===== src/rtl/uart_flow_pkg.sv =====
// Shared constants for the UART flow-control block: XON/XOFF characters
// and the flow FSM state encoding.
package uart_flow_pkg;

  localparam logic [7:0] XON_CHAR  = 8'h11;
  localparam logic [7:0] XOFF_CHAR = 8'h13;

  typedef logic [1:0] flow_state_t;

  localparam flow_state_t XON_SENT  = 2'd0;
  localparam flow_state_t NEED_XOFF = 2'd1;
  localparam flow_state_t XOFF_SENT = 2'd2;
  localparam flow_state_t NEED_XON  = 2'd3;

  // Only meaningful in the two NEED_* states.
  function automatic logic [7:0] ctrl_char(input flow_state_t st);
    return (st == NEED_XOFF) ? XOFF_CHAR : XON_CHAR;
  endfunction

endpackage


===== src/rtl/uart_flow_ctrl_byte_fifo.sv =====
// First-word-fall-through byte FIFO with explicit occupancy counter.
// A full FIFO refuses writes even if a pop happens in the same cycle.
module byte_fifo
  import uart_flow_pkg::*;
#(
  parameter int DEPTH  = 64,
  parameter int ADDR_W = 6
) (
  input  logic              clk,
  input  logic              reset,
  input  logic [7:0]        in_data,
  input  logic              in_valid,
  output logic              in_ready,
  output logic [7:0]        out_data,
  output logic              out_valid,
  input  logic              out_ready,
  output logic [ADDR_W:0]   fill
);

  localparam logic [ADDR_W:0] FULL_LVL = (ADDR_W + 1)'(DEPTH);

  logic [7:0]        mem_q [DEPTH];
  logic [ADDR_W-1:0] wr_ptr_q, wr_ptr_d;
  logic [ADDR_W-1:0] rd_ptr_q, rd_ptr_d;
  logic [ADDR_W:0]   fill_q, fill_d;
  logic              push, pop;

  always_comb begin
    push     = in_valid & (fill_q != FULL_LVL) & ~reset;
    pop      = (fill_q != '0) & out_ready & ~reset;
    wr_ptr_d = wr_ptr_q + ADDR_W'(push);
    rd_ptr_d = rd_ptr_q + ADDR_W'(pop);
    fill_d   = fill_q;
    if (push && !pop) begin
      fill_d = fill_q + 1'b1;
    end else if (pop && !push) begin
      fill_d = fill_q - 1'b1;
    end
  end

  always_ff @(posedge clk) begin
    if (reset) begin
      wr_ptr_q <= '0;
      rd_ptr_q <= '0;
      fill_q   <= '0;
    end else begin
      wr_ptr_q <= wr_ptr_d;
      rd_ptr_q <= rd_ptr_d;
      fill_q   <= fill_d;
    end
  end

  // Storage carries no reset; validity is tracked by fill_q alone.
  always_ff @(posedge clk) begin
    if (push) begin
      mem_q[wr_ptr_q] <= in_data;
    end
  end

  assign in_ready  = push;
  assign out_data  = mem_q[rd_ptr_q];
  assign out_valid = (fill_q != '0);
  assign fill      = fill_q;

endmodule


===== src/rtl/uart_flow_ctrl.sv =====
// RX byte buffering with XON/XOFF generation from the fill level, and
// arbitration of the UART transmit register between control and keyboard bytes.
module uart_flow_ctrl
  import uart_flow_pkg::*;
#(
  parameter int DEPTH     = 64,
  parameter int ADDR_W    = 6,
  parameter int HIGH_MARK = 48,
  parameter int LOW_MARK  = 16
) (
  input  logic              clk,
  input  logic              reset,
  input  logic [7:0]        rx_data,
  input  logic              rx_valid,
  output logic              rx_ready,
  output logic [7:0]        out_data,
  output logic              out_valid,
  input  logic              out_ready,
  input  logic [7:0]        kbd_data,
  input  logic              kbd_valid,
  output logic              kbd_ready,
  output logic [7:0]        tx_data,
  output logic              tx_we,
  input  logic              tx_wait,
  input  logic              tx_tdre,
  output logic [ADDR_W:0]   fill,
  output logic              xoff_active
);

  localparam logic [ADDR_W:0] HIGH_LVL = (ADDR_W + 1)'(HIGH_MARK);
  localparam logic [ADDR_W:0] LOW_LVL  = (ADDR_W + 1)'(LOW_MARK);

  flow_state_t state_q, state_d;
  logic        holdoff_q, holdoff_d;
  logic        ctrl_pending, slot, ctrl_sent;
  logic        at_high, at_low;

  byte_fifo #(
    .DEPTH  (DEPTH),
    .ADDR_W (ADDR_W)
  ) u_fifo (
    .clk       (clk),
    .reset     (reset),
    .in_data   (rx_data),
    .in_valid  (rx_valid),
    .in_ready  (rx_ready),
    .out_data  (out_data),
    .out_valid (out_valid),
    .out_ready (out_ready),
    .fill      (fill)
  );

  always_comb begin
    ctrl_pending = (state_q == NEED_XOFF) || (state_q == NEED_XON);
    slot         = tx_tdre & ~tx_wait & ~holdoff_q & ~reset;
    tx_we        = slot & (ctrl_pending | kbd_valid);
    kbd_ready    = slot & ~ctrl_pending & kbd_valid;
    tx_data      = '0;
    if (!reset) begin
      tx_data = ctrl_pending ? ctrl_char(state_q) : kbd_data;
    end
    ctrl_sent    = tx_we & ctrl_pending;
    holdoff_d    = tx_we;
    at_high      = (fill >= HIGH_LVL);
    at_low       = (fill <= LOW_LVL);
    xoff_active  = (state_q == XOFF_SENT) || (state_q == NEED_XON);

    // A request that has not yet been sent is withdrawn if the level swings back.
    state_d = state_q;
    case (state_q)
      XON_SENT:  if (at_high) state_d = NEED_XOFF;
      NEED_XOFF: begin
        if (ctrl_sent)   state_d = XOFF_SENT;
        else if (at_low) state_d = XON_SENT;
      end
      XOFF_SENT: if (at_low) state_d = NEED_XON;
      NEED_XON: begin
        if (ctrl_sent)    state_d = XON_SENT;
        else if (at_high) state_d = XOFF_SENT;
      end
      default:   state_d = XON_SENT;
    endcase
  end

  always_ff @(posedge clk) begin
    if (reset) begin
      state_q   <= XON_SENT;
      holdoff_q <= 1'b0;
    end else begin
      state_q   <= state_d;
      holdoff_q <= holdoff_d;
    end
  end

endmodule

===== config.mk =====
export PLATFORM = sky130hd
export DESIGN_NAME = uart_flow_ctrl
export DESIGN_NICKNAME = d
export VERILOG_FILES = /design/src/rtl/uart_flow_pkg.sv /design/src/rtl/uart_flow_ctrl_byte_fifo.sv /design/src/rtl/uart_flow_ctrl.sv
export SDC_FILE = /design/constraint.sdc
export NUM_CORES = 1
export LEC_CHECK = 0
export BUFFER_PORTS_ARGS = -buffer_cell sky130_fd_sc_hd__buf_2
export CORE_MARGIN = 3
export CORE_UTILIZATION = 54
export CTS_CLUSTER_DIAMETER = 80
export DETAILED_ROUTE_END_ITERATION = 12
export GPL_TIMING_DRIVEN = 1
export PLACE_DENSITY = 0.66
export SKIP_LAST_GASP = 1
export SLEW_MARGIN = 20
export SYNTH_ARGS = -nofsm -noshare
export SYNTH_HDL_FRONTEND = slang
export SYNTH_HIERARCHICAL = 1
export SYNTH_SLANG_ARGS = --single-unit

===== constraint.sdc =====
create_clock -name clk -period 10.2 [get_ports clk]
set_clock_uncertainty 0.15 [all_clocks]
set_input_delay 2.55 -clock clk [delete_from_list [all_inputs] [get_ports clk]]
set_output_delay 2.55 -clock clk [all_outputs]
set_load 0.02 [all_outputs]

=== After elaboration in Yosys (flattened, before gate mapping) ===
Memory sizes are Yosys's and may differ from the RTL's. A register that Yosys moved wholly into a read port is not among the register bits.
Cells that the tools add are included.

* Register bits after elaboration: 22
* Latch bits: 0
* Memory bits (writable): 512
* Bits in read-only memories: 0
* Input port bits: 23
* Output and inout port bits: 28
* Logic and storage cells: 61
* Memories kept: 1

{| class="wikitable"
|+ Memory list
! memory !! words !! bits a word !! read ports !! clocked after memory_dff !! wr ports !! line !! text
|-
| u_fifo.mem_q || 64 || 8 || 1 || 1 || 1 || uart_flow_ctrl_byte_fifo.sv:22 || <nowiki>logic [7:0] mem_q [DEPTH];</nowiki>
|}

* Add/sub/neg operators: 4
* $mul: 0
* Div/mod/pow operators: 0
* Order comparisons: 2
* Eq/ne operators: 8
* Shift-type cells: 0
* Muxes and demuxes: 15
* Bitwise logic cells: 16
* Reductions and logical operators: 10

{| class="wikitable"
|+ Operator list
! operator !! count
|-
| 2-to-1 mux 8 bit || 2
|-
| 2-to-1 mux 2 bit || 7
|-
| 2-to-1 mux 7 bit || 2
|-
| adder 6 x 1 -> 6 bit || 2
|-
| bitwise AND 1 bit || 11
|-
| case mux 2 bit (4 select lines) || 1
|-
| adder 7 x 1 -> 7 bit (second input constant) || 1
|-
| >= comparator 7 x 6 -> 1 bit (second input constant) || 1
|-
| less-or-equal comparator 7 x 5 -> 1 bit (second input constant) || 1
|-
| inequality test 7 bit (second input constant) || 1
|-
| nonzero test 7 bit || 1
|-
| subtractor 7 x 1 -> 7 bit (second input constant) || 1
|-
| 2-to-1 mux 6 bit || 1
|-
| inequality test 3 bit (second input constant) || 2
|-
| == test 2 bit (second input constant) || 2
|-
| inequality test 2 bit (second input constant) || 2
|-
| inverter 1 bit || 4
|-
| AND reduction 4 bit || 1
|-
| == test 2 x 1 -> 1 bit (second input constant) || 1
|-
| logical AND 1 bit || 2
|-
| zero test 1 bit || 2
|-
| zero test 2 bit || 1
|-
| logical OR 1 bit || 2
|-
| 2-to-1 mux 1 bit || 2
|-
| 2 further kinds || 2
|}

=== Longest topological paths before layout ===
Gate-level depths: netlist of run 1.

* Depth after elaboration: 8
* Gate-level depth with buffers: 11
* Depth with buffers taken out: 11

=== By module ===
Netlist of run 1, hierarchy kept.

{| class="wikitable"
|+ Modules (own cells, without submodules)
! module !! instances !! cells each !! area each (µm²) !! sequential area each (µm²)
|-
| byte_fifo || 1 || 1002 || 20768.7 || 15755.1
|-
| uart_flow_ctrl || 1 || 37 || 254.0 || 60.1
|}

=== Least setup slack after synthesis of run 1 ===
Ideal clock, no wire load.

* Path type: input-to-output
* Start: input tx_wait
* End: output tx_we
* Arrival time: 3.559 ns
* Required time: 7.500 ns
* Path slack: 3.941 ns
* Stages: 3
* Buffers on the path: 1
* Path through: or3b_1 clkbuf_1 nor3_1

* Cells in the longest elaborated chain, start to end: 5

{| class="wikitable"
|+ RTL lines
! element !! line !! text
|-
| start, declared || uart_flow_ctrl.sv:24 || <nowiki>input logic tx_wait,</nowiki>
|-
| inverter 1 bit || uart_flow_ctrl.sv:55 || <nowiki>slot = tx_tdre & ~tx_wait & ~holdoff_q & ~reset;</nowiki>
|-
| bitwise AND 1 bit (3 in a row) || uart_flow_ctrl.sv:55 ||
|-
| bitwise AND 1 bit || uart_flow_ctrl.sv:56 || <nowiki>tx_we = slot & (ctrl_pending | kbd_valid);</nowiki>
|-
| end, declared || uart_flow_ctrl.sv:23 || <nowiki>output logic tx_we,</nowiki>
|}

No other way between the ends.

==> results of run 1 <==
-- metrics by stage --
step,util,area (um2)
finish,0.617,23400
global route,0.617,23400
CTS,0.616,23400
detailed placement,0.571,21700
global placement,0.571,21700
floorplan,-,21000
-- kinds of logic (layout without fill, tap and decap cells) --
family,after synthesis,after routing
xor gates and xnor gates,11,11
AOI/OAI and AO/OA,93,93
adders and majority gates,12,12
DFF,534,534
buffers and inverters,65,165
muxes,136,136
and+or+nand+nor,188,188
-- flip-flops by register name, indices dropped and copies added, names as in the netlist --
register	flops
u_fifo/wr_ptr_q	6
u_fifo/mem_q	512
holdoff_q	1
u_fifo/rd_ptr_q	6
state_q	2
u_fifo/fill	7
-- cell usage after synthesis (8+ instances only) --
cell type  number
a21oi_1         9
o221ai_1       14
a22o_1         14
nand2_1        21
xor2_1          8
buf_2          17
clkbuf_1       19
nor3_1         11
o2111ai_1       8
dfxtp_1        22
a221oi_1       15
buf_6           8
edfxtp_1      512
ha_1           11
nor2b_1        12
mux4_2        127
nor2_1        101
-- critical path: stages, from the launching register on --
cell and delay, ps:
dfxtp_4 970, buf_12 610, mux4_2 380, nor2_1 50, o41ai_1 760, o2111ai_1 330, o221ai_1 170, buf_2 210
-- power groups by stage --
stage               clock network, mW  logic, mW  registers [mW]
CTS                              1.98      0.656            2.50
detailed placement                  0      0.653            2.54
global route                     2.07      0.704            2.50
finish                           1.93      0.651            2.49
global placement                    0      0.648            2.54
floorplan                           0      0.513            2.50
-- area by class of cell --
type | count | area [um2] | area share
timing repair buffer | 62 | 368 | 0.0157
sequential | 534 | 15800 | 0.675
tap | 511 | 639 | 0.0273
multi-input combinational | 440 | 4860 | 0.207
clock inverter | 26 | 304 | 0.0130
inverter | 7 | 26.3 | 0.00112
clock buffer | 70 | 1430 | 0.0611
-- worst min path at each step --
stage,to,cells past startpoint,slack (ps),from
global placement,state_q[1],2,330,state_q[1]
finish,state_q[1],2,350,state_q[1]
floorplan,state_q[1],2,320,state_q[1]
CTS,state_q[1],2,360,state_q[1]
detailed placement,state_q[1],2,350,state_q[1]
global route,state_q[1],2,400,state_q[1]
-- routing by layer --
metal,track usage,vias to the layer above,share of wire
li1,-,4441,-
met1,0.340,5517,0.44
met2,0.323,407,0.46
met3,0.0453,65,0.076
met4,0.0551,0,0.023
met5,0,-,0
==> impl_metrics.prom, run 1 <==
# TYPE chip_impl_metric gauge
chip_impl_metric{name="syn-num-nets",unit=""} 1074
chip_impl_metric{name="first_global_vias",unit=""} 10190
chip_impl_metric{name="fin_hold_ws",unit="ps"} 352
chip_impl_metric{name="hold_viol_final",unit=""} 0
chip_impl_metric{name="dpl.hpwl",unit="mm"} 26.0
chip_impl_metric{name="ir_worst_vdd",unit="uV"} 215
chip_impl_metric{name="yosys.cell_types.count",unit=""} 54
chip_impl_metric{name="yosys.area_share.xor_xnor",unit=""} 0.00458
chip_impl_metric{name="post_synth_inst_count",unit=""} 1039
chip_impl_metric{name="synth_adder_area_share",unit=""} 0.00750
chip_impl_metric{name="dr_total_vias",unit=""} 10430
chip_impl_metric{name="remaining_drc_errors",unit=""} 0
chip_impl_info{name="worstSetupEndpoint",value="out_data[3]"} 1
chip_impl_info{name="post_synth_main_area_contributors",value="edfxtp_1, mux4_2, dfxtp_1, nor2_1, ha_1"} 1
chip_impl_metric{name="synthesis.yosys.warnings",unit=""} 6
chip_impl_info{name="combinational_family_with_the_most_area_after_synthesis",value="multiplexers"} 1
chip_impl_metric{name="setup_viol",unit=""} 0
chip_impl_metric{name="synth.ff_latch_count",unit=""} 534
chip_impl_metric{name="finalWeightedCongestion",unit=""} 0.816
chip_impl_metric{name="final_critical_path_setup_slack",unit="ps"} 3440
chip_impl_metric{name="n_antenna_cell",unit=""} 0
chip_impl_metric{name="synth_mux_area_frac",unit=""} 0.141
chip_impl_info{name="hold_path.class",value="flop to flop"} 1
chip_impl_metric{name="seq_power_share",unit=""} 0.491
chip_impl_metric{name="starting_density_of_the_core",unit=""} 0.553
chip_impl_info{name="clock_tree_from_tritoncts",value="done"} 1
chip_impl_metric{name="i_o_pin_cnt",unit=""} 51
chip_impl_metric{name="grt_util_overall",unit=""} 0.219
chip_impl_metric{name="synth_simple_gate_area_frac",unit=""} 0.0417
chip_impl_metric{name="max_fo_critical_path",unit=""} 80
chip_impl_info{name="setup.worst_path.end_class",value="output port"} 1
chip_impl_metric{name="finalCritPeriodShare",unit=""} 0.662
chip_impl_metric{name="netSwitchingFraction",unit=""} 0.232
chip_impl_metric{name="synth_edf_count",unit=""} 512
chip_impl_metric{name="grt_start_max_net_pins",unit=""} 81
chip_impl_metric{name="ctsLongestPathBuffers",unit=""} 3
chip_impl_metric{name="tritoncts.num_buffers",unit=""} 54
chip_impl_metric{name="antenna_found_initial",unit=""} 0
chip_impl_metric{name="cts.clk_slew.worst_paths",unit="ps"} 50
chip_impl_metric{name="headroom_to_the_max_slew_limit",unit=""} 0.343
chip_impl_metric{name="worst-slew-pin-transition",unit="ps"} 982
chip_impl_metric{name="finalSetupTns",unit="ps"} 0
chip_impl_metric{name="min_period",unit="ps"} 6760
chip_impl_metric{name="post_cts_resized",unit=""} 0
chip_impl_metric{name="detail_route.wl_per_cell",unit="um"} 26.8
chip_impl_metric{name="synth_sequential_area_ratio",unit=""} 0.752
chip_impl_metric{name="p_comb_frac",unit=""} 0.128
chip_impl_metric{name="netlist.area_leader.share",unit=""} 0.731
chip_impl_metric{name="drt_iter0_markers",unit=""} 966
chip_impl_metric{name="power_switching",unit="mW"} 1.18
chip_impl_metric{name="clock_insertion_delay_worst_skew",unit="ps"} 570
chip_impl_info{name="r2r-end",value="u_fifo/mem_q[30][2]"} 1
chip_impl_info{name="setup.worst_path.class",value="flop to output port"} 1
chip_impl_metric{name="synth.cell_area",unit="mm2"} 0.0210
chip_impl_metric{name="die_width",unit="um"} 203
chip_impl_metric{name="placementRows",unit=""} 71
chip_impl_metric{name="cap_violations",unit=""} 0
chip_impl_metric{name="io_buffers",unit=""} 50
chip_impl_info{name="crit-reg2reg-launch",value="u_fifo/fill[0]"} 1
chip_impl_metric{name="cts-hold-fix-buffers",unit=""} 0
chip_impl_metric{name="globalRouteOverflowTotal",unit=""} 0
chip_impl_info{name="synthFlopType",value="edfxtp_1"} 1
chip_impl_metric{name="maximum_frequency_from_static_timing_analysis",unit="GHz"} 0.148
chip_impl_metric{name="postSynthAreaPerCell",unit="um2"} 20.2
chip_impl_info{name="mostFrequentLayoutCell",value="edfxtp_1"} 1
chip_impl_metric{name="worst-endpoint-arrival",unit="ps"} 4060
chip_impl_metric{name="postRouteAntennaNets",unit=""} 0
chip_impl_info{name="run_status",value="complete, no violations"} 1
chip_impl_metric{name="final_cells",unit=""} 1650
chip_impl_metric{name="timing.critical_path.required",unit="ps"} 7500
chip_impl_metric{name="clock_sink_count",unit=""} 534
chip_impl_metric{name="final_layout_size_suffix_gt1_frac",unit=""} 0.239
chip_impl_metric{name="p_int",unit="mW"} 3.90
chip_impl_metric{name="die_area",unit="mm2"} 0.0413
chip_impl_info{name="critPathLaunchType",value="flop"} 1
chip_impl_metric{name="share_clk_of_total_power",unit=""} 0.380
chip_impl_metric{name="pwr_density_cell",unit="mW/mm2"} 217
chip_impl_metric{name="grt_first_pass_wirelength",unit="mm"} 66.7
chip_impl_metric{name="finalMaxSlewViolations",unit=""} 0
chip_impl_metric{name="via_per_inst",unit=""} 6.32
chip_impl_info{name="crit_start",value="u_fifo/rd_ptr_q[0]"} 1
chip_impl_metric{name="nFillCells",unit=""} 2692
chip_impl_info{name="cts_root_buffer",value="clkbuf_16"} 1
chip_impl_metric{name="route.final.wire_length",unit="mm"} 44.3
chip_impl_metric{name="async_flop_share",unit=""} 0
chip_impl_metric{name="total_placed_cells_including_tap_cells",unit=""} 1554
chip_impl_metric{name="reg2reg_depth",unit=""} 5
chip_impl_metric{name="htree_levels",unit=""} 2
chip_impl_metric{name="cts_post_setup_buffers_inserted",unit=""} 0
chip_impl_info{name="synth.largest_area_cell",value="edfxtp_1"} 1
chip_impl_metric{name="worst-r2r-setup-slack",unit="ps"} 6590
chip_impl_info{name="commonest_non_fill_non_tap_cells_in_the_layout",value="edfxtp_1, mux4_2, nor2_1, clkbuf_16, buf_2"} 1
chip_impl_metric{name="drt_pre_antenna_iters",unit=""} 5
chip_impl_metric{name="total_power",unit="mW"} 5.08
chip_impl_metric{name="fp.dieH",unit="um"} 203
chip_impl_metric{name="synth_compound_area_frac",unit=""} 0.0359
chip_impl_metric{name="place_ws",unit="ps"} 3760
chip_impl_info{name="grt_setup_unrepaired",value="false"} 1
chip_impl_metric{name="power.static_leakage",unit="nW"} 7.25
chip_impl_metric{name="area_growth",unit="%"} 11.5
chip_impl_metric{name="nets",unit=""} 1134
chip_impl_metric{name="core",unit="mm2"} 0.0380
(Power assumes the default switching activity.)
==> inputs of run 2 (changes only) <==
--- a/config.mk
+++ b/config.mk
@@ -5,6 +5,7 @@
 export SDC_FILE = /design/constraint.sdc
 export NUM_CORES = 1
 export LEC_CHECK = 0
+export ABC_AREA = 1
 export BUFFER_PORTS_ARGS = -buffer_cell sky130_fd_sc_hd__buf_2
 export CORE_MARGIN = 3
 export CORE_UTILIZATION = 54
==> constraint.sdc (replaced) <==
create_clock -name clk -period 6.9 [get_ports clk]
set_clock_uncertainty 0.15 [all_clocks]
set_input_delay 1.725 -clock clk [delete_from_list [all_inputs] [get_ports clk]]
set_output_delay 1.725 -clock clk [all_outputs]
set_load 0.02 [all_outputs]
==> run 2 against run 1 <==
Net effect:
- setup slack worse by 2100 ps
- sequential share of layout area down 2.8 points
- combinational power up 69%
- power up 49%
- final cell count up 56%
- via count up 42%
- flip-flop and latch count unchanged
- count of clock-buffer cells in the layout down 3
- final area up 4.4%
- global-route usage up 2.9 points
- critical path depth up 3
- critical endpoint unchanged
- largest power group unchanged
==> impl_metrics.prom, run 2 <==
# TYPE chip_impl_metric gauge
chip_impl_metric{name="dr_total_vias",unit=""} 14762
chip_impl_metric{name="placementRows",unit=""} 74
chip_impl_metric{name="postRouteAntennaNets",unit=""} 0
chip_impl_metric{name="largest_register_ffs",unit=""} 512
chip_impl_metric{name="n_antenna_cell",unit=""} 0
chip_impl_metric{name="maximum_frequency_from_static_timing_analysis",unit="GHz"} 0.179
chip_impl_metric{name="hold_viol_final",unit=""} 0
chip_impl_metric{name="pwr_density_cell",unit="mW/mm2"} 310
chip_impl_info{name="largestRegisters",value="u_fifo/mem_q: 512 flops, u_fifo/fill: 7 flops"} 1
chip_impl_info{name="setup.worst_path.end_class",value="output port"} 1
chip_impl_info{name="clock_tree_from_tritoncts",value="done"} 1
chip_impl_metric{name="first_global_vias",unit=""} 14247
chip_impl_info{name="largest_register_by_flop_count",value="u_fifo/mem_q"} 1
chip_impl_metric{name="syn-num-nets",unit=""} 2024
chip_impl_metric{name="worst-slew-pin-transition",unit="ps"} 1100
chip_impl_metric{name="clock_insertion_delay_worst_skew",unit="ps"} 590
chip_impl_info{name="synth.most_common_cell",value="nand2_1"} 1
chip_impl_info{name="synth.largest_area_cell",value="edfxtp_1"} 1
chip_impl_metric{name="synth.ff_latch_count",unit=""} 534
chip_impl_metric{name="route.final.wire_length",unit="mm"} 54.1
chip_impl_metric{name="worst_path_largest_cell_delay",unit="ps"} 870
chip_impl_metric{name="drt_iter0_markers",unit=""} 1637
chip_impl_metric{name="synth_edf_count",unit=""} 512
chip_impl_info{name="post_synth_main_area_contributors",value="edfxtp_1, nand2_1, nand3_1, dfxtp_1, nor2_1"} 1
chip_impl_metric{name="cts.clk_slew.worst_paths",unit="ps"} 60
chip_impl_metric{name="fp.dieH",unit="um"} 210
chip_impl_metric{name="synth.cell_area",unit="mm2"} 0.0224
chip_impl_metric{name="area_growth",unit="%"} 9.03
chip_impl_info{name="worst_path_cell_trace",value="inv_4, buf_4, nand3_1, nand3_1, nand2_1, nand2_1, nand3_1, nand3_1, nand2_1, buf_2"} 1
chip_impl_metric{name="finalMaxSlewViolations",unit=""} 0
chip_impl_metric{name="worst-endpoint-arrival",unit="ps"} 3710
chip_impl_metric{name="finalSetupTns",unit="ps"} 0
chip_impl_info{name="critPathLaunchType",value="flop"} 1
chip_impl_metric{name="grt_util_overall",unit=""} 0.247
chip_impl_metric{name="grt_first_pass_wirelength",unit="mm"} 83.9
chip_impl_metric{name="dpl.hpwl",unit="mm"} 29.9
chip_impl_info{name="ys_top_cells_by_count",value="nand2_1, edfxtp_1, nand3_1"} 1
chip_impl_metric{name="ctsLongestPathBuffers",unit=""} 3
chip_impl_metric{name="nets",unit=""} 2029
chip_impl_metric{name="netlist.area_leader.share",unit=""} 0.685
chip_impl_metric{name="antenna_found_initial",unit=""} 0
chip_impl_metric{name="starting_density_of_the_core",unit=""} 0.549
chip_impl_metric{name="power.static_leakage",unit="nW"} 8.89
chip_impl_metric{name="min_period",unit="ps"} 5590
chip_impl_metric{name="timing.critical_path.required",unit="ps"} 5030
chip_impl_info{name="cts_root_buffer",value="clkbuf_16"} 1
chip_impl_metric{name="setup_viol",unit=""} 0
chip_impl_metric{name="i_o_pin_cnt",unit=""} 51
chip_impl_metric{name="cts-hold-fix-buffers",unit=""} 0
chip_impl_metric{name="register_area",unit="mm2"} 0.0158
chip_impl_metric{name="post_cts_resized",unit=""} 0
chip_impl_metric{name="finalWeightedCongestion",unit=""} 0.838
chip_impl_metric{name="finalCritPeriodShare",unit=""} 0.810
chip_impl_metric{name="max_fo_critical_path",unit=""} 69
chip_impl_metric{name="tritoncts.num_buffers",unit=""} 54
chip_impl_metric{name="final_layout_size_suffix_gt1_frac",unit=""} 0.0782
chip_impl_metric{name="yosys.cell_types.count",unit=""} 33
chip_impl_info{name="mostFrequentLayoutCell",value="nand2_1"} 1
chip_impl_metric{name="drt_pre_antenna_iters",unit=""} 6
chip_impl_metric{name="via_per_inst",unit=""} 5.75
chip_impl_metric{name="headroom_to_the_max_slew_limit",unit=""} 0.266
chip_impl_metric{name="multi_input_area",unit="mm2"} 0.00570
chip_impl_metric{name="die_width",unit="um"} 210
chip_impl_metric{name="htree_levels",unit=""} 2
chip_impl_info{name="worst_path_max_delay_cell",value="dfxtp_4"} 1
chip_impl_info{name="grt_setup_unrepaired",value="false"} 1
chip_impl_info{name="commonest_non_fill_non_tap_cells_in_the_layout",value="nand2_1, edfxtp_1, nand3_1, nor2_1, clkbuf_16"} 1
chip_impl_info{name="setup.worst_path.class",value="flop to output port"} 1
chip_impl_info{name="hold_path.class",value="flop to flop"} 1
chip_impl_metric{name="synth_sequential_area_ratio",unit=""} 0.705
chip_impl_metric{name="synthesis.yosys.warnings",unit=""} 6
chip_impl_metric{name="cap_violations",unit=""} 0
chip_impl_metric{name="io_buffers",unit=""} 50
chip_impl_metric{name="total_power",unit="mW"} 7.59
chip_impl_metric{name="async_flop_share",unit=""} 0
chip_impl_metric{name="post_synth_inst_count",unit=""} 1989
chip_impl_metric{name="grt_start_max_net_pins",unit=""} 189
chip_impl_metric{name="die_area",unit="mm2"} 0.0441
chip_impl_info{name="critical-path-top-cell-by-count",value="nand3_1"} 1
chip_impl_metric{name="postSynthAreaPerCell",unit="um2"} 11.3
chip_impl_metric{name="detail_route.wl_per_cell",unit="um"} 21.1
chip_impl_metric{name="cts_post_setup_buffers_inserted",unit=""} 0
chip_impl_info{name="synthFlopType",value="edfxtp_1"} 1
chip_impl_metric{name="remaining_drc_errors",unit=""} 0
chip_impl_metric{name="globalRouteOverflowTotal",unit=""} 0
chip_impl_info{name="run_status",value="complete, no violations"} 1
chip_impl_metric{name="clock_sink_count",unit=""} 534
chip_impl_metric{name="nFillCells",unit=""} 3338
chip_impl_metric{name="core",unit="mm2"} 0.0409
chip_impl_metric{name="ir_worst_vdd",unit="uV"} 209
[run 2: cell count changes after synthesis, moves of 14 or more]
cell | before | now
a221oi_1 | 15 | 0
a22o_1 | 14 | 0
buf_2 | 17 | 47
buf_4 | 7 | 26
inv_1 | 7 | 37
mux4_2 | 127 | 0
nand2_1 | 21 | 687
nand3_1 | 7 | 451
o221ai_1 | 14 | 0
[run 2: power breakdown]
| group | internal, mW | switching, mW |
|---|---|---|
| registers | 3.58 | 0.0779 |
| clock network | 1.66 | 1.17 |
| logic | 0.327 | 0.777 |
[run 2: stage by stage]
| stage | area, um2 | setup slack [ps] | std cells | hold slack, ps | util |
|---|---|---|---|---|---|
| 4_1_cts | 24500 | 1330 | 2566 | 393 | 0.598 |
| 6_report | 24500 | 1310 | 2566 | 392 | 0.598 |
| 3_3_place_gp | 22800 | 1340 | 2470 | 373 | 0.556 |
| 3_5_place_dp | 22800 | 1970 | 2470 | 372 | 0.556 |
| 5_1_grt | 24500 | 1130 | 2566 | 435 | 0.598 |
| 2_1_floorplan | 22400 | 2540 | 1989 | 333 | - |
[run 2: final timing paths]
check                           cells past startpoint             endpoint          startpoint  slack, ps
worst max-delay path                               10          out_data[3]  u_fifo/rd_ptr_q[1]       1310
worst max register to register                      6  u_fifo/mem_q[46][3]      u_fifo/fill[0]       3490
worst min-delay path                                3           state_q[0]          state_q[1]        390
worst min register to register                      3           state_q[0]          state_q[1]        390
[run 2: logic make-up (layout without fill, tap and decap cells)]
logic type / after synthesis / after routing / synth area share
AND/OR/NAND/NOR: 1247 / 1247 / 0.238
flip-flops: 534 / 534 / 0.705
buffers and inverters: 160 / 205 / 0.0416
AO/OA/AOI/OAI: 31 / 31 / 0.00741
adder cells (fa/ha/maj): 12 / 12 / 0.00702
XOR/XNOR: 5 / 5 / 0.00195
[run 2: metal layers]
layer	part of all wire	global-route usage
met1	0.43	0.353
met3	0.066	0.0332
met5	0	0
met4	0.026	0.0806
met2	0.48	0.398
[run 2: worst max-delay path: cells and delay by family, from the launching register on]
family / cells / cell delay, ps
buf+inv: 3 / 1100
simple gates: 7 / 1020
flops: 1 / 870
[run 2: area by class of cell]
class | instances | share of cell area
clock buffers | 67 | 0.0606
clock inverters | 29 | 0.00946
inverters | 43 | 0.00711
multi-input cells | 1295 | 0.233
flip-flops and latches | 534 | 0.647
well taps | 532 | 0.0272
repair buffers | 66 | 0.0162
==> inputs of run 3 (changes only) <==
--- a/config.mk
+++ b/config.mk
@@ -5,7 +5,7 @@
 export SDC_FILE = /design/constraint.sdc
 export NUM_CORES = 1
 export LEC_CHECK = 0
-export ABC_AREA = 1
+export ABC_AREA = 0
 export BUFFER_PORTS_ARGS = -buffer_cell sky130_fd_sc_hd__buf_2
 export CORE_MARGIN = 3
 export CORE_UTILIZATION = 54
==> constraint.sdc (replaced) <==
create_clock -name clk -period 5.45 [get_ports clk]
set_clock_uncertainty 0.15 [all_clocks]
set_input_delay 1.3625 -clock clk [delete_from_list [all_inputs] [get_ports clk]]
set_output_delay 1.3625 -clock clk [all_outputs]
set_load 0.02 [all_outputs]
==> run 3 against run 2 <==
Net effect:
- critical endpoint is now out_data[5]
- combinational power is 17% higher
- count of clock-buffer cells in the layout is 2 higher
- first-iteration DRC count is 42% lower
- die area is 6.2% lower
- via count is 30% lower
- worst hold slack worse by 25 ps
- utilization is 2.0 points higher
==> impl_metrics.prom, run 3 (same netlist as run 1, synthesis figures left out) <==
# TYPE chip_impl_metric gauge
chip_impl_metric{name="p_int",unit="mW"} 7.22
chip_impl_metric{name="power.static_leakage",unit="nW"} 7.31
chip_impl_metric{name="seq_power_share",unit=""} 0.491
chip_impl_metric{name="core",unit="mm2"} 0.0380
chip_impl_metric{name="cap_violations",unit=""} 0
chip_impl_metric{name="ir_worst_vdd",unit="uV"} 294
chip_impl_metric{name="cp.buffers_inverters",unit=""} 1
chip_impl_info{name="setup.worst_path.class",value="flop to output port"} 1
chip_impl_metric{name="cts_post_setup_buffers_inserted",unit=""} 0
chip_impl_info{name="run_status",value="complete, no violations"} 1
chip_impl_metric{name="remaining_drc_errors",unit=""} 0
chip_impl_metric{name="first_global_vias",unit=""} 10561
chip_impl_info{name="largest_register_by_flop_count",value="u_fifo/mem_q"} 1
chip_impl_metric{name="dpl.hpwl",unit="mm"} 27.3
chip_impl_metric{name="share_clk_of_total_power",unit=""} 0.373
chip_impl_metric{name="finalCritPeriodShare",unit=""} 0.967
chip_impl_metric{name="setup_viol",unit=""} 0
chip_impl_metric{name="final_layout_size_suffix_gt1_frac",unit=""} 0.250
chip_impl_info{name="largestRegisters",value="u_fifo/mem_q: 512 flops, u_fifo/fill: 7 flops"} 1
chip_impl_metric{name="i_o_pin_cnt",unit=""} 51
chip_impl_metric{name="power_switching",unit="mW"} 2.24
chip_impl_metric{name="nets",unit=""} 1145
chip_impl_metric{name="drt_pre_antenna_iters",unit=""} 5
chip_impl_metric{name="grt_first_pass_wirelength",unit="mm"} 67.9
chip_impl_metric{name="ctsLongestPathBuffers",unit=""} 3
chip_impl_metric{name="clock_sink_count",unit=""} 534
chip_impl_metric{name="finalSetupTns",unit="ps"} 0
chip_impl_metric{name="postRouteAntennaNets",unit=""} 0
chip_impl_metric{name="max_fo_critical_path",unit=""} 21
chip_impl_metric{name="grt_util_overall",unit=""} 0.224
chip_impl_info{name="critPathLaunchType",value="flop"} 1
chip_impl_metric{name="route.final.wire_length",unit="mm"} 45.1
chip_impl_metric{name="headroom_to_the_max_slew_limit",unit=""} 0.336
chip_impl_info{name="setup.worst_path.end_class",value="output port"} 1
chip_impl_metric{name="die_width",unit="um"} 203
chip_impl_metric{name="worst-endpoint-arrival",unit="ps"} 3760
chip_impl_info{name="cts_root_buffer",value="clkbuf_16"} 1
chip_impl_info{name="critical-path-top-delay-family",value="compound AO/OA/AOI/OAI gates"} 1
chip_impl_metric{name="die_area",unit="mm2"} 0.0413
chip_impl_metric{name="antenna_found_initial",unit=""} 0
chip_impl_metric{name="io_buffers",unit=""} 50
chip_impl_metric{name="fp.dieH",unit="um"} 203
chip_impl_info{name="grt_setup_unrepaired",value="false"} 1
chip_impl_info{name="hold_path.class",value="flop to flop"} 1
chip_impl_metric{name="netSwitchingFraction",unit=""} 0.237
chip_impl_metric{name="clock_insertion_delay_worst_skew",unit="ps"} 570
chip_impl_metric{name="maximum_frequency_from_static_timing_analysis",unit="GHz"} 0.190
chip_impl_metric{name="hold_viol_final",unit=""} 0
chip_impl_metric{name="largest_register_ffs",unit=""} 512
chip_impl_metric{name="total_power",unit="mW"} 9.46
chip_impl_metric{name="layout.core_utilization",unit=""} 0.618
chip_impl_metric{name="placementRows",unit=""} 71
chip_impl_info{name="commonest_non_fill_non_tap_cells_in_the_layout",value="edfxtp_1, mux4_2, nor2_1, clkbuf_16, buf_2"} 1
chip_impl_metric{name="timing.critical_path.required",unit="ps"} 3940
chip_impl_metric{name="via_per_inst",unit=""} 6.26
chip_impl_metric{name="worst-r2r-setup-slack",unit="ps"} 1840
chip_impl_metric{name="globalRouteOverflowTotal",unit=""} 0
chip_impl_info{name="clock_tree_from_tritoncts",value="done"} 1
chip_impl_metric{name="p_comb_frac",unit=""} 0.136
chip_impl_metric{name="detail_route.wl_per_cell",unit="um"} 27.1
chip_impl_metric{name="min_period",unit="ps"} 5270
chip_impl_metric{name="area_growth",unit="%"} 11.8
chip_impl_info{name="worst_path_cell_trace",value="nand2b_1, nor2_1, o41ai_1, o2111ai_1, o221ai_1, buf_2"} 1
chip_impl_metric{name="post_cts_resized",unit=""} 0
chip_impl_metric{name="cts-hold-fix-buffers",unit=""} 0
chip_impl_metric{name="pwr_density_cell",unit="mW/mm2"} 402
chip_impl_metric{name="worst-slew-pin-transition",unit="ps"} 995
chip_impl_metric{name="worst_path_largest_cell_delay",unit="ps"} 970
chip_impl_metric{name="tritoncts.num_buffers",unit=""} 52
chip_impl_metric{name="cts.clk_slew.worst_paths",unit="ps"} 60
chip_impl_metric{name="dr_total_vias",unit=""} 10399
chip_impl_metric{name="drt_iter0_markers",unit=""} 944
chip_impl_info{name="worst_path_max_delay_cell",value="dfxtp_1"} 1
chip_impl_metric{name="cell_area_after_layout",unit="mm2"} 0.0235
chip_impl_metric{name="grt_start_max_net_pins",unit=""} 65
chip_impl_metric{name="n_antenna_cell",unit=""} 0
chip_impl_metric{name="finalWeightedCongestion",unit=""} 0.818
chip_impl_metric{name="starting_density_of_the_core",unit=""} 0.553
chip_impl_metric{name="post_dp_cell_area",unit="mm2"} 0.0218
chip_impl_metric{name="htree_levels",unit=""} 2
chip_impl_info{name="mostFrequentLayoutCell",value="edfxtp_1"} 1
chip_impl_metric{name="finalMaxSlewViolations",unit=""} 0
[run 3: changes by cell type in the layout (fill, tap and decap cells not counted), moves of 8 or more]
cell       previous run  this run
a21oi_1              17         9
nor2b_1               0        12
buf_4                14        26
mux4_2                0       127
inv_1                36         7
o2111ai_1             0         8
nor2_1               92       101
o221ai_1              0        14
a22o_1                0        14
nand3_1             451         7
a221oi_1              0        15
nand2_1             687        21
[run 3: layout make-up]
class / instances / area, um2
Clock buffer: 69 / 1470
Clock inverter: 26 / 228
Fill cell: 2728 / 14500
Inverter: 7 / 26.3
Multi-Input combinational cell: 440 / 4860
Sequential cell: 534 / 15800
Tap cell: 511 / 639
Timing Repair Buffer: 75 / 470
[run 3: tightest hold or removal path, delay by kind of cell, from the launching register on]
kind           cells  cell delay [ps]
AO/OA/AOI/OAI      2              140
flip-flops         1              320
[run 3: power groups by stage]
stage          registers (mW)  logic (mW)  clock network, mW
2_1_floorplan            4.69       0.961                  0
3_3_place_gp             4.73        1.28                  0
3_5_place_dp             4.73        1.29                  0
4_1_cts                  4.64        1.30               3.61
5_1_grt                  4.65        1.39               3.78
6_report                 4.64        1.29               3.53
[run 3: final timing paths]
check	cells past startpoint	startpoint	to
min reg2reg	2	state_q[1]	state_q[1]
max	6	u_fifo/rd_ptr_q[3]	out_data[5]
max reg2reg	10	u_fifo/fill[0]	u_fifo/fill[6]
min	2	state_q[1]	state_q[1]
[run 3: routing by layer]
layer	GRT usage	wire [um]	vias up
met5	0	0	-
met4	0.0661	1260	0
met3	0.0492	3380	80
met2	0.350	21800	385
met1	0.324	18700	5471
li1	-	-	4463
[run 3: through the flow]
step                worst slack, ps  hold slack [ps]  std cells
finish                          182              367       1662
global route                   59.9              419       1662
CTS                             185              374       1662
detailed placement              801              364       1567
global placement                758              332       1567
floorplan                      1120              320       1039
